File: config.mk
export PLATFORM = sky130hd
export DESIGN_NAME = pwm_modulator
export DESIGN_NICKNAME = d
export VERILOG_FILES = /design/src/rtl/pwm_modulator.sv
export SDC_FILE = /design/constraint.sdc
export NUM_CORES = 1
export LEC_CHECK = 0
export ABC_AREA = 1
export CAP_MARGIN = 20
export CORE_MARGIN = 2
export CORE_UTILIZATION = 25
export DETAILED_ROUTE_END_ITERATION = 8
export HOLD_SLACK_MARGIN = 0.08
export SETUP_SLACK_MARGIN = 0.3
export SYNTH_ARGS = -nofsm -noshare
export SYNTH_HDL_FRONTEND = slang
export SYNTH_SLANG_ARGS = --single-unit
File: constraint.sdc
create_clock -name clk -period 1.48 [get_ports clk]
set_input_delay 0.296 -clock clk [delete_from_list [all_inputs] [get_ports clk]]
set_output_delay 0.296 -clock clk [all_outputs]
set_load 0.05 [all_outputs]
File: src/rtl/pwm_modulator.sv
// pwm_modulator: edge-aligned PWM with a double-buffered duty command; define PWM_COMPLEMENT_EN for a dead-time complementary output
module pwm_modulator #(
  parameter int WIDTH     = 16,
  parameter int CNT_WIDTH = 8,
  parameter int PERIOD    = 200,
  parameter int DUTY_MIN  = 0,
  parameter int DUTY_MAX  = 180,
  parameter int DEADTIME  = 4
) (
  input  logic             clk,
  input  logic             reset,
  input  logic             enable,
  input  logic [WIDTH-1:0] dutyIn,
  input  logic             dutyValid,
  output logic             pwmOut,
  output logic             pwmOutN,
  output logic             periodStart,
  output logic             dutyClamped
);
  // duty values need one extra bit so that a full-period duty (PERIOD = 2^CNT_WIDTH) is representable
  localparam int DW = CNT_WIDTH + 1;
  typedef enum logic {IDLE, RUN} state_t;
  state_t state, state_next;
  logic [CNT_WIDTH-1:0] cnt, cnt_next, raw;
  logic [DW-1:0] duty_active, duty_active_next, duty_pending, duty_clamp;
  logic clamp_lo, clamp_hi, last, load, active, pwm_next, start_next;
  if (CNT_WIDTH > WIDTH || PERIOD < 2 || PERIOD > 2 ** CNT_WIDTH || DUTY_MIN < 0 ||
      DUTY_MIN > DUTY_MAX || DUTY_MAX > PERIOD || DEADTIME < 0) begin : g_bad_params
    $error("pwm_modulator: inconsistent parameters");
  end
  if (WIDTH > CNT_WIDTH) begin : g_lsb
    logic unused_lsb;
    assign unused_lsb = ^dutyIn[WIDTH-CNT_WIDTH-1:0];
  end
  assign raw = dutyIn[WIDTH-1 -: CNT_WIDTH];
  assign clamp_lo = int'({1'b0, raw}) < DUTY_MIN;
  assign clamp_hi = int'({1'b0, raw}) > DUTY_MAX;
  assign duty_clamp = clamp_lo ? DW'(DUTY_MIN) : clamp_hi ? DW'(DUTY_MAX) : {1'b0, raw};
  // next state, period counter, boundary duty load (same-cycle strobe bypasses the pending buffer) and output decode
  always_comb begin
    state_next = enable ? RUN : IDLE;
    active = state == RUN & enable;
    last = cnt == CNT_WIDTH'(PERIOD - 1);
    load = enable & (state == IDLE | last);
    cnt_next = active & !last ? cnt + CNT_WIDTH'(1) : '0;
    duty_active_next = load ? (dutyValid ? duty_clamp : duty_pending) : duty_active;
    start_next = active & cnt == '0;
    pwm_next = active & ({1'b0, cnt} < duty_active);
  end
  // state, counter, duty buffers and registered outputs
  always_ff @(posedge clk) begin
    if (reset) begin
      state <= IDLE;
      cnt <= '0;
      duty_active <= '0;
      duty_pending <= DW'(DUTY_MIN);
      pwmOut <= 1'b0;
      periodStart <= 1'b0;
      dutyClamped <= 1'b0;
    end else begin
      state <= state_next;
      cnt <= cnt_next;
      duty_active <= duty_active_next;
      pwmOut <= pwm_next;
      periodStart <= start_next;
      if (dutyValid) begin
        duty_pending <= duty_clamp;
        dutyClamped <= clamp_lo | clamp_hi;
      end
    end
  end
`ifdef PWM_COMPLEMENT_EN
  logic pwmn_next;
  assign pwmn_next = active && int'({1'b0, cnt}) >= int'(duty_active) + DEADTIME &&
                     int'({1'b0, cnt}) < PERIOD - DEADTIME;
  // complementary gate: low for DEADTIME cycles on either side of the main gate, wrap included
  always_ff @(posedge clk) begin
    pwmOutN <= reset ? 1'b0 : pwmn_next;
  end
`else
  assign pwmOutN = 1'b0;
`endif
endmodule

Word-level counts from Yosys, hierarchy flattened
Index checks and enable logic that the tools add are counted.

storage, ports and cells
  register bits = 30
  word-level logic and storage cells = 25

cells by class
  add/subtract/negate cells = 1
  order comparisons = 2
  equality and inequality tests = 1
  multiplexer cells = 3
  bitwise operators = 8
  reductions and logical operators = 3

operators with widths
  cell                                                   number
  < comparator 8 x 9 -> 1 bit                            1
  two-way mux 9 bit                                      1
  adder 8 x 1 -> 8 bit (second input constant)           1
  equality test 8 bit (second input constant)            1
  greater-than comparator 8 bit (second input constant)  1
  logical NOT 8 bit                                      1
  two-way mux 8 bit                                      1
  AND 1 bit                                              5
  NOT 1 bit                                              2
  OR reduction 2 bit                                     1
  logical NOT 1 bit                                      1
  two-way mux 1 bit                                      1
  OR 1 bit                                               1

Longest topological paths before layout
  depth after elaboration = 5
  gate-level depth with buffers = 10
  gate-level depth less buffers = 9

Worst setup path after synthesis
Ideal clock, no wire load.

  kind = reg-to-reg
  start point = reg cnt[0]
  end point = reg duty_active[6]
  library setup time = 0.116 ns
  data arrival time = 1.225 ns
  required time = 1.364 ns
  slack = 0.139 ns
  cell stages (with the launch flop) = 10
  clock period less this slack = 1.341 ns
  cells stage by stage = dfxtp_1 ha_1 inv_1 nor2_1 nand2_2 nand2_2 nand2_2 buf_6 o21ai_0 nor2_1

between the ends
  word-level cells in the longest chain between the ends = 3

ends and longest elaborated chain
  element                   line  text
  start: declaration        24    logic [CNT_WIDTH-1:0] cnt, cnt_next, raw;
  start signal: assignment  62    cnt <= cnt_next;
  equality test 8 bit       43    last = cnt == CNT_WIDTH'(PERIOD - 1);
  OR 1 bit                  44    load = enable & (state == IDLE | last);
  AND 1 bit                 44
  end signal: assignment    63    duty_active <= duty_active_next;
  end: declaration          25    logic [DW-1:0] duty_active, duty_active_next, duty_pending, duty_clamp;

No other way between the ends.
A chain may end at the register's enable or synchronous reset.

Worst setup path after layout
  start point = reg cnt[1]
  end point = reg duty_active[3]

Same word-level chain as after synthesis.

==> flow_summary.json <==
{
  "async_reset_ff_share_pct": 0,
  "stdcell_area_mm2": 0.00232,
  "root_buffer": "clkbuf_8",
  "yosysTopAreaCell": "dfxtp_1",
  "fin_nets": 283,
  "drc": 0,
  "wire_per_inst_um": 10.3,
  "leakage_nw": 1.09,
  "synth_top_area_share_pct": 39.8,
  "final-seq-area_um2": 619,
  "end_kind": "register",
  "firstDrtPassIters": 4,
  "grt_max_degree": 17,
  "synth_ff_type": "dfxtp_1",
  "start_util_pct": 25.6,
  "gp_congestion": 0.810,
  "diodes": 0,
  "clock_sinks": 30,
  "clk_pin_slew_ns": 0.07,
  "viasPerCell": 4.23,
  "wl_met3_um": 106,
  "syn_inst": 214,
  "criticalPathCategory": "register to register",
  "grt_pass1_vias": 1351,
  "fp-row-count": 28,
  "dieArea_mm2": 0.00667,
  "syn_nets": 243,
  "fp.dieW_um": 81.7,
  "post-route-period-util_pct": 89.3,
  "fmax_mhz": 756,
  "clock_skew_ns": 0.00524,
  "clock_path_buffers": 2,
  "peakVddDrop_uv": 359,
  "overflow": 0,
  "cp_max_fo": 7,
  "drt_iter0_markers": 24,
  "cp.arrival_ns": 1.51,
  "nFillCells": 623,
  "clk_latency_ns": 0.28,
  "dp_hpwl_um": 2260,
  "syn_avg_cell_area_um2": 7.05,
  "start_kind": "register",
  "syn2layout_area_growth_pct": 54.2,
  "cts-buffers-inserted": 5,
  "synth.most_common_cell": "nand2_1",
  "cts_max_level": 2,
  "hp-class": "register to register",
  "rsz0062_at_grt": "true",
  "hold_path_depth": 2,
  "finalSetupViolations": 0,
  "layout-drive-gt1-share_pct": 36.9,
  "yosysSeqAreaShare_pct": 39.8,
  "grt_first_pass_wirelength_um": 5350,
  "die_y_um": 81.7,
  "period_needed_ns": 1.32,
  "synth_area_mm2": 0.00151,
  "cts_tree": "done",
  "ys_top_cells_by_count": "nand2_1, inv_1, dfxtp_1",
  "p_per_area_mw_per_mm2": 942,
  "drv_cap": 0,
  "yosys-top-cells-area": "dfxtp_1, nand2_1, inv_1, ha_1, nor2_1",
  "ys.warnings.count": 0,
  "synth_enable_flop_cells": 0,
  "ys_seq_elements": 30,
  "utilization_pct": 39.5,
  "reg2reg_depth": 8,
  "dr_total_vias": 1397,
  "met2_length_um": 1690,
  "multi_input_area_um2": 960,
  "cp_data_required_time_ns": 1.66,
  "hold_viol": 0,
  "place_area_mm2": 0.00187,
  "antenna_found_initial": 0,
  "outcome": "finished clean",
  "core_area_mm2": 0.00589,
  "yosysUniqueCellTypes": 26,
  "io_buffer_count": 14,
  "final-max-slew-violation-count": 0,
  "dr.max_layer_used": "met4",
  "grtUsageTotal_pct": 10.5,
  "met1_length_um": 1540,
  "postRouteAntennaNets": 0,
  "drt-total-wl_um": 3380,
  "cts-hold-fix-buffers": 0,
  "ios": 24
}
[metrics by stage]
step	setup WS [ns]	hold slack, ns	setup TNS (ns)	power, mW	cells
3_3_place_gp	-0.126	0.444	-0.773	1.12	314
5_1_grt	0.0808	0.495	0	2.28	330
2_1_floorplan	0.286	0.426	0	1.03	214
4_1_cts	0.176	0.461	0	2.20	327
3_5_place_dp	-0.128	0.447	-0.951	1.12	314
6_report	0.158	0.456	0	2.19	330
[critical path, stage by stage, from the launching register on]
cell	delay, ns
dfxtp_4	0.36
ha_4	0.14
inv_2	0.04
nor2_4	0.12
nand2_4	0.08
a21oi_4	0.28
nand3_2	0.12
nand2_1	0.07
inv_1	0.03
[logic make-up after synthesis]
family	synth area share (%)
flops	39.8
buf+inv	11.7
simple gates	28.2
xor+xnor	1.16
compound gates	11.4
fa+ha+maj	7.47
other cells	0.249
[per-layer routing]
| metal | up-vias | GRT usage (%) |
|---|---|---|
| met3 | 5 | 3.52 |
| met5 | - | 0 |
| met2 | 16 | 18.6 |
| met1 | 641 | 11.1 |
| li1 | 735 | - |
| met4 | 0 | 5.17 |
[worst paths after layout]
path,from,to,slack [ns]
worst max-delay path,cnt[1],duty_active[3],0.16
worst min-delay path,duty_pending[8],duty_pending[8],0.46
worst max register to register,cnt[1],duty_active[3],0.16
worst min register to register,duty_pending[8],duty_pending[8],0.46
[area by class of cell]
class	instances	share of cell area [%]
Timing Repair Buffer	37	15.8
Clock inverter	2	2.58
Inverter	37	6.14
Sequential cell	30	26.6
Multi-Input combinational cell	143	41.3
Tap cell	75	4.04
Clock buffer	6	3.55
[registers in the layout, summed over array words and instances, names as in the netlist]
| signal | count |
|---|---|
| duty_active | 9 |
| duty_pending | 9 |
| cnt | 8 |
| dutyClamped | 1 |
| periodStart | 1 |
| pwmOut | 1 |
| state | 1 |
[where the power goes]
group,switching (mW),internal [mW]
clock,0.323,0.718
sequential,0.0144,0.839
combinational,0.166,0.130
[timing repair]
action                     4_1_cts  5_1_grt
pin swaps                       14       13
resized for setup               27       42
gates cloned                     1        0
buffers inserted                 4        3
setup endpoints to repair       20       26
[layout by cell type (no fill, tap or decap), types with 2 or more instances in the layout]
| cell | instances |
|---|---|
| nand2_4 | 5 |
| dfxtp_4 | 3 |
| nor2_1 | 21 |
| nand2_2 | 9 |
| clkbuf_8 | 6 |
| nor2_4 | 2 |
| nor2_2 | 7 |
| clkdlybuf4s50_1 | 6 |
| xor2_1 | 2 |
| dlymetal6s2s_1 | 3 |
| o21ai_1 | 5 |
| nor3_2 | 2 |
| dlygate4sd2_1 | 2 |
| a21oi_1 | 10 |
| ha_4 | 4 |
| nand3_4 | 3 |
| buf_6 | 5 |
| inv_1 | 34 |
| buf_12 | 3 |
| nand2_1 | 44 |
| a21oi_2 | 9 |
| bufinv_16 | 2 |
| nand3_1 | 2 |
| buf_4 | 18 |
| ha_1 | 5 |
| dfxtp_2 | 6 |
| nand3_2 | 4 |
| dfxtp_1 | 21 |
(Power assumes the default switching activity.)
